--- config.mk ---
export PLATFORM = sky130hd
export DESIGN_NAME = stand_dff
export DESIGN_NICKNAME = d
export VERILOG_FILES = /design/src/rtl/stand_dff.sv
export SDC_FILE = /design/constraint.sdc
export NUM_CORES = 1
export LEC_CHECK = 0
export ABC_AREA = 1
export CORE_AREA = 5 5 42 44
export DETAILED_ROUTE_END_ITERATION = 12
export DIE_AREA = 0 0 47 49
export PLACE_DENSITY_LB_ADDON = 0.15
export SLEW_MARGIN = 20
export SYNTH_ARGS = -nofsm -noshare
export SYNTH_HDL_FRONTEND = slang
export SYNTH_SLANG_ARGS = --single-unit
--- constraint.sdc ---
create_clock -name U -period 1.6 [get_ports U]
set_clock_uncertainty 0.15 [all_clocks]
set_input_delay 0.32 -clock U [delete_from_list [all_inputs] [get_ports U]]
set_output_delay 0.32 -clock U [all_outputs]
set_load 0.1 [all_outputs]
--- src/rtl/stand_dff.sv ---
// ---------------------------------------------------------------------------
// stand_dff
//
// Cycle-counted behavioural model of one discrete-transistor D flip-flop for
// the DE0 FPGA build of the processor. It sits downstream of the standard-cell
// inverter model, so T, D, _PS and _PC are already synchronous to U. Every
// delay is counted in cycles of the fast model clock U.
//
// Parameters
//   TCQ  clock-to-Q delay in U cycles, 1..31
//   TSU  setup window in U cycles, 0..31
//   THD  hold window in U cycles, 0..31
//
// Ports
//   U      in   fast model clock
//   RESET  in   synchronous, active-high reset
//   T      in   modelled flip-flop clock, captures on a rising edge
//   D      in   data
//   _PS    in   active-low preset
//   _PC    in   active-low clear
//   Q      out  true output
//   _Q     out  complementary output (also high in the both-low override)
//   VIOL   out  sticky setup/hold violation flag
//
// Optional feature
//   STAND_DFF_TIMING_CHECK_EN  when defined, the setup/hold checker is built
//                              and drives VIOL; when undefined VIOL is tied
//                              low. Capture, delay and override behave the
//                              same either way.
// ---------------------------------------------------------------------------
module stand_dff #(
    parameter int TCQ = 6,
    parameter int TSU = 4,
    parameter int THD = 2
) (
    input  logic U,
    input  logic RESET,
    input  logic T,
    input  logic D,
    input  logic _PS,
    input  logic _PC,
    output logic Q,
    output logic _Q,
    output logic VIOL
);

    localparam logic IDLE  = 1'b0;
    localparam logic DELAY = 1'b1;

    // Counter reload value: an edge at posedge k loads TCQ-1 so that the
    // output changes exactly at posedge k+TCQ (TCQ=1 -> the very next edge).
    localparam logic [4:0] DCNT_LOAD = 5'(TCQ - 1);

    logic       state;
    logic       t_prev;
    logic       cap;
    logic [4:0] dcnt;

    logic       rise;
    logic       override;

    assign rise     = T & ~t_prev;
    assign override = ~_PS | ~_PC;

    // -----------------------------------------------------------------------
    // Capture, clock-to-Q delay and preset/clear override
    // -----------------------------------------------------------------------
    // NOTE: reset is sampled inside the clocked block, so it is synchronous;
    // every register here is a plain flop and takes its value with <=.
    always_ff @(posedge U) begin
        if (RESET) begin
            Q      <= 1'b0;
            _Q     <= 1'b1;
            state  <= IDLE;
            t_prev <= 1'b1;
            cap    <= 1'b0;
            dcnt   <= '0;
        end else begin
            t_prev <= T;

            if (override) begin
                // Override wins over everything: drop any pending capture
                // and ignore T edges while either pin is low.
                case ({_PS, _PC})
                    2'b01: begin
                        Q  <= 1'b1;
                        _Q <= 1'b0;
                    end
                    2'b10: begin
                        Q  <= 1'b0;
                        _Q <= 1'b1;
                    end
                    default: begin
                        Q  <= 1'b1;
                        _Q <= 1'b1;
                    end
                endcase
                state <= IDLE;
            end else begin
                // Leaving the both-low override: Q stays 1, _Q falls back to
                // the complement. This is the only way Q can equal _Q.
                if (Q == _Q) begin
                    _Q <= ~Q;
                end

                if (rise) begin
                    // A new edge (IDLE or DELAY) reloads the capture; any
                    // value still in flight is discarded.
                    cap   <= D;
                    dcnt  <= DCNT_LOAD;
                    state <= DELAY;
                end else if (state == DELAY) begin
                    if (dcnt == 5'd0) begin
                        Q     <= cap;
                        _Q    <= ~cap;
                        state <= IDLE;
                    end else begin
                        dcnt <= dcnt - 5'd1;
                    end
                end
            end
        end
    end

`ifdef STAND_DFF_TIMING_CHECK_EN
    // -----------------------------------------------------------------------
    // Setup/hold checker
    // -----------------------------------------------------------------------
    localparam logic [4:0] TSU_L = 5'(TSU);
    localparam logic [4:0] THD_L = 5'(THD);

    logic       d_prev;
    logic [4:0] scnt;   // cycles D has been stable, saturating at 31
    logic [4:0] hcnt;   // remaining hold-window posedges after an edge
    logic       det;    // violation seen at this posedge, flagged next one

    logic       setup_v;
    logic       hold_v;

    // Setup uses SCNT before its update at the edge; only edges that are
    // actually accepted (no override) are checked.
    assign setup_v = rise & ~override & (scnt < TSU_L);
    // Hold window covers posedges k+1..k+THD after the edge at k.
    assign hold_v  = (hcnt != 5'd0) & (D != cap);

    always_ff @(posedge U) begin
        if (RESET) begin
            d_prev <= D;
            scnt   <= 5'd31;
            hcnt   <= 5'd0;
            det    <= 1'b0;
            VIOL   <= 1'b0;
        end else begin
            d_prev <= D;

            if (D != d_prev) begin
                scnt <= 5'd0;
            end else if (scnt != 5'd31) begin
                scnt <= scnt + 5'd1;
            end

            // The override drops the capture, so the hold window goes too.
            if (override) begin
                hcnt <= 5'd0;
            end else if (rise) begin
                hcnt <= THD_L;
            end else if (hcnt != 5'd0) begin
                hcnt <= hcnt - 5'd1;
            end

            det <= setup_v | hold_v;
            if (det) begin
                VIOL <= 1'b1;
            end
        end
    end
`else
    // Checker not built: the timing parameters only feed this sink.
    logic unused_timing_cfg;
    assign unused_timing_cfg = ^{TSU[4:0], THD[4:0]};

    assign VIOL = 1'b0;
`endif

endmodule

==> results of run 1 <==
[worst min-delay path: stages (launching register included)]
cell,delay (ps)
dfxtp_1,310
nand2_1,60
a21oi_1,40
[registers in the layout, summed over array words and instances, names as in the netlist]
name,count
dcnt,5
Q,1
_Q,1
cap,1
state,1
t_prev,1
[routing by layer]
layer / vias to the layer above / track usage
li1: 243 / -
met1: 188 / 0.1300
met2: 9 / 0.1109
met3: 5 / 0.02214
met4: 0 / 0.05530
met5: - / 0
[kinds of logic (layout without fill, tap and decap cells)]
family / count (synthesis) / after routing / synth area share
fa+ha+maj: 1 / 1 / 0.02518
compound gates: 10 / 10 / 0.1058
simple gates: 35 / 35 / 0.3678
buf+inv: 11 / 26 / 0.09067
flops: 10 / 10 / 0.4030
other cells: 1 / 1 / 0.007549
[area by class of cell]
| cell class | count | area, um2 |
|---|---|---|
| fillers | 148 | 728.2 |
| repair buffers | 12 | 127.6 |
| inverters | 10 | 37.54 |
| flip-flops and latches | 10 | 200.2 |
| multi-input cells | 47 | 251.5 |
| clock buffers | 4 | 36.28 |
| well taps | 16 | 20.02 |
[final timing paths]
path,endpoint,start,depth (start not counted),slack [ps]
max,dcnt[0],_PC,8,210
min,dcnt[4],dcnt[4],2,300
max reg2reg,dcnt[0],dcnt[0],8,230
min reg2reg,dcnt[4],dcnt[4],2,300
[power groups by stage]
| stage | Sequential [W] | Clock (W) | Combinational [W] |
|---|---|---|---|
| finish | 0.000263 | 0.000234 | 0.000114 |
| global route | 0.000264 | 0.000247 | 0.000123 |
| CTS | 0.000263 | 0.000241 | 0.000116 |
| detailed placement | 0.000269 | 0 | 0.000115 |
| global placement | 0.000269 | 0 | 0.000115 |
| floorplan | 0.000295 | 0 | 0.0000436 |
[stage by stage]
step | worst slack, ps | hold slack, ps | total power, W
6_report | 205.9 | 299.1 | 0.0006116
5_1_grt | 120.3 | 335.8 | 0.0006346
4_1_cts | 203.9 | 304.3 | 0.0006203
2_1_floorplan | 31.13 | 239.1 | 0.0003385
3_3_place_gp | -66.23 | 285.9 | 0.0003844
3_5_place_dp | -77.76 | 293.3 | 0.0003845
[synthesized netlist by cell type (all sizes together)]
cell / number
nand2: 16
dfxtp: 10
inv: 10
nor2: 8
a21oi: 7
nand3: 7
o21ai: 2
or2: 2
buf: 1
conb: 1
ha: 1
nand3b: 1
nor3: 1
o21bai: 1
==> flow_metrics.py, run 1 <==
metrics = {
    "drt": {
        "dr_wl_met2_um": 399,
        "dr.first_iter.drc_count": 10,
        "via_count": 445,
        "dr.pass1.iters": 4,
        "routedWlPerCell_um": 9.253,
        "drc": 0,
        "wl_met1_um": 438,
        "top_layer": "met4",
        "drtAntennaViolNets": 0,
        "routed_wl_um": 916,
        "wl_met3_um": 46,
        "drt-vias-per-instance": 4.495,
    },
    "setup_path": {
        "cp_max_fo": 7,
        "max_stage_delay_ps": 500,
        "crit_chain": "clkdlybuf4s50_1 -> nand2_2 -> nor2_2 -> inv_2 -> nand2_4 -> nand3_1 -> nand2_1 -> nor2_2",
        "end_kind": "flop",
        "critPathTopFamily": "buffers and inverters",
        "cp_num_buf_inv": 2,
        "critical_path.slowest_cell": "clkdlybuf4s50_1",
        "cp_common_cell": "nor2_2",
        "critPathKind": "input port to flop",
        "worstPathArrival_ps": 1410,
        "worstPathRequired_ps": 1620,
        "start_kind": "input port",
    },
    "global_routing": {
        "grt_pass1_vias": 361,
        "grt_pass1_wl_mm": 1.483,
        "grt_start_max_net_pins": 8,
        "antenna_found_initial": 0,
        "track_usage": 0.08879,
        "grt_overflow": 0,
    },
    "clock_tree": {
        "path_clk_slew_ps": 70,
        "clock-sinks": 10,
        "cts_hold_buf": 0,
        "cts_max_path_buffers": 2,
        "cts_tree": "yes",
        "cts_resized": 0,
        "htree_levels": 1,
        "cts_buffers": 3,
        "cts_root_buf": "clkbuf_4",
        "post_cts_buffers": 0,
        "clkLatencyLatePin_ps": 270,
    },
    "power": {
        "swShare": 0.2782,
        "power_frac_seq": 0.431,
        "power_switching_w": 0.0001702,
        "leakage_nw": 0.3098,
        "clkPwrFrac": 0.382,
        "p_int_w": 0.0004415,
        "power_frac_comb": 0.187,
        "ir_drop_mv": 0.4850,
        "p_per_area_nw_per_um2": 908.6,
    },
    "timing": {
        "fmax_mhz": 717.3,
        "final_max_slew_viol_count": 0,
        "fin_setup_tns_ps": 0,
        "finalCritPeriodShare": 0.8713,
        "final_hold_viol_count": 0,
        "finalSetupViolCount": 0,
        "min_period_ps": 1394,
        "rsz0062_at_grt": "no",
    },
    "yosys": {
        "syn-cell-area_um2": 496.7,
        "ys_ff_latch": 10,
        "yosysWarnings": 0,
        "avgSynthCellArea_um2": 7.305,
        "syn_inst": 68,
        "synth_top_area_frac": 0.4030,
        "netlist_top_cells_area": "dfxtp_1, nand2_1, a21oi_1, inv_1, nand3_1",
        "synth.distinct_cells": 20,
        "syn_nets": 75,
        "ys_seq_area_frac": 0.4030,
        "synth_top_area_cell": "dfxtp_1",
    },
    "place": {
        "portBuffers": 7,
        "gp_congestion": 0.7127,
        "dp_hpwl_um": 733.9,
        "dpl-instance-area_um2": 636.9,
        "dp.cells": 95,
    },
    "job": {
        "cap_viol_max_count": 0,
    },
    "final_layout": {
        "final_cell_mix": "nand2_1, dfxtp_1, inv_1",
        "layout-drive-gt1-share": 0.2530,
        "layout.nets": 91,
        "diodes": 0,
        "fin_area_um2": 673.1,
        "fin_cells": 99,
        "mostFrequentLayoutCell": "nand2_1",
        "postLayoutCoreUtil": 0.4804,
        "areaGrowthSynthToFinish_pct": 35.52,
    },
    "floorplanning": {
        "die_h_um": 49,
        "rows": 14,
        "die_area_um2": 2303,
        "core_area_um2": 1401,
        "initial_core_util": 0.3545,
        "ioPinCount": 9,
        "die_width_um": 47,
    },
    "status": {
        "outcome": "finished clean",
    },
    "min_path": {
        "hold_class": "flop to flop",
    },
}
Power figures use the tool's default switching activity.
==> run 2, diff against run 1 <==
Settings changed: CTS_BUF_LIST set to sky130_fd_sc_hd__clkbuf_8 sky130_fd_sc_hd__clkbuf_16, PLACE_DENSITY_LB_ADDON 0.15 to not set.
==> flow_metrics.py, run 2 (synthesis results as in run 1) <==
metrics = {
    "floorplanning": {
        "rows": 14,
        "initial_core_util": 0.3545,
        "ioPinCount": 9,
        "core_area_um2": 1401,
        "die_area_um2": 2303,
        "die_width_um": 47,
        "die_h_um": 49,
    },
    "drt": {
        "routedWlPerCell_um": 9.720,
        "via_count": 443,
        "routed_wl_um": 972,
        "drtAntennaViolNets": 0,
        "drt-vias-per-instance": 4.430,
        "dr.pass1.iters": 4,
        "drc": 0,
        "dr.first_iter.drc_count": 6,
    },
    "power": {
        "p_per_area_nw_per_um2": 996.4,
        "leakage_nw": 0.3217,
        "ir_drop_mv": 0.5883,
        "finalPower_w": 0.0006969,
    },
    "setup_path": {
        "cp_max_fo": 7,
        "end_kind": "flop",
        "critPathKind": "input port to flop",
        "worstPathArrival_ps": 1410,
        "start_kind": "input port",
        "worstPathRequired_ps": 1580,
    },
    "place": {
        "dpl-instance-area_um2": 644.4,
        "dp_hpwl_um": 759.5,
        "gp_congestion": 0.7637,
        "portBuffers": 7,
        "dp.cells": 96,
    },
    "final_layout": {
        "mostFrequentLayoutCell": "nand2_1",
        "layout.nets": 92,
        "layout-drive-gt1-share": 0.2619,
        "multiInputGateArea_um2": 251.5,
        "regMostFlops": "dcnt",
        "seq_area_um2": 200.2,
        "areaGrowthSynthToFinish_pct": 40.81,
        "fill_cells": 146,
        "postLayoutCoreUtil": 0.4991,
        "diodes": 0,
        "final_cell_mix": "nand2_1, dfxtp_1, inv_1",
        "fin_area_um2": 699.4,
        "largest_reg_flops": 5,
        "fin_cells": 100,
    },
    "clock_tree": {
        "path_clk_slew_ps": 50,
        "cts_max_path_buffers": 2,
        "clock-sinks": 10,
        "cts_root_buf": "clkbuf_8",
        "cts_tree": "yes",
        "cts_buffers": 3,
        "cts_hold_buf": 0,
        "htree_levels": 1,
        "post_cts_buffers": 0,
        "cts_resized": 0,
        "clkLatencyLatePin_ps": 240,
    },
    "timing": {
        "fin_setup_tns_ps": 0,
        "rsz0062_at_grt": "no",
        "final_hold_viol_count": 0,
        "min_period_ps": 1426,
        "finalCritPeriodShare": 0.8912,
        "finalSetupViolCount": 0,
        "final_max_slew_viol_count": 0,
        "fmax_mhz": 701.3,
    },
    "global_routing": {
        "grt_start_max_net_pins": 8,
        "grt_overflow": 0,
        "grt_pass1_wl_mm": 1.725,
        "grt_busiest_layer": "met1",
        "track_usage": 0.1065,
        "use_met2": 0.1357,
        "gr-usage-met1": 0.1413,
        "grtUsageMet3": 0.03321,
        "grt_pass1_vias": 430,
        "antenna_found_initial": 0,
    },
    "min_path": {
        "hold_class": "flop to flop",
    },
    "job": {
        "cap_viol_max_count": 0,
    },
    "status": {
        "outcome": "finished clean",
    },
}
[run 2: final cells by class]
| type | instances | share of cell area |
|---|---|---|
| multi-input combinational | 47 | 0.3596 |
| sequential | 10 | 0.2862 |
| timing repair buffer | 13 | 0.1932 |
| clock buffer | 4 | 0.07871 |
| inverter | 10 | 0.05367 |
| tap | 16 | 0.02862 |
[run 2: where the power goes]
part / internal (W) / leakage, nW / switching (W) / total [W]
combinational: 0.0000462 / 0.211 / 0.0000688 / 0.000115
clock: 0.000216 / 0.0288 / 0.000101 / 0.000318
sequential: 0.000258 / 0.0817 / 0.00000633 / 0.000264
total: 0.000521 / 0.322 / 0.000176 / 0.000697
[run 2: layer usage]
layer  part of all wire  vias up
met5                  0        -
met4              0.038        0
met3              0.047        5
met2               0.44        9
met1               0.47      186
li1                   -      243
[run 2: final timing paths]
kind	startpoint	to	slack (ps)	cells past startpoint
hold / removal	dcnt[4]	dcnt[4]	290	2
setup / recovery	_PC	dcnt[0]	170	8
hold reg to reg	dcnt[4]	dcnt[4]	290	2
setup reg to reg	dcnt[0]	dcnt[0]	210	8
[run 2: worst max-delay path: stages]
cell,delay [ps]
clkdlybuf4s50_1,490
nand2_2,90
nor2_2,140
inv_2,80
nand2_4,100
nand3_1,70
nand2_1,70
nor2_2,30
[run 2: stage by stage]
stage / worst slack, ps / hold slack (ps)
detailed placement: -65.03 / 286.0
floorplan: 31.13 / 239.1
global route: 93.38 / 303.3
global placement: -46.10 / 292.7
CTS: 168.2 / 293.2
finish: 174.0 / 293.1
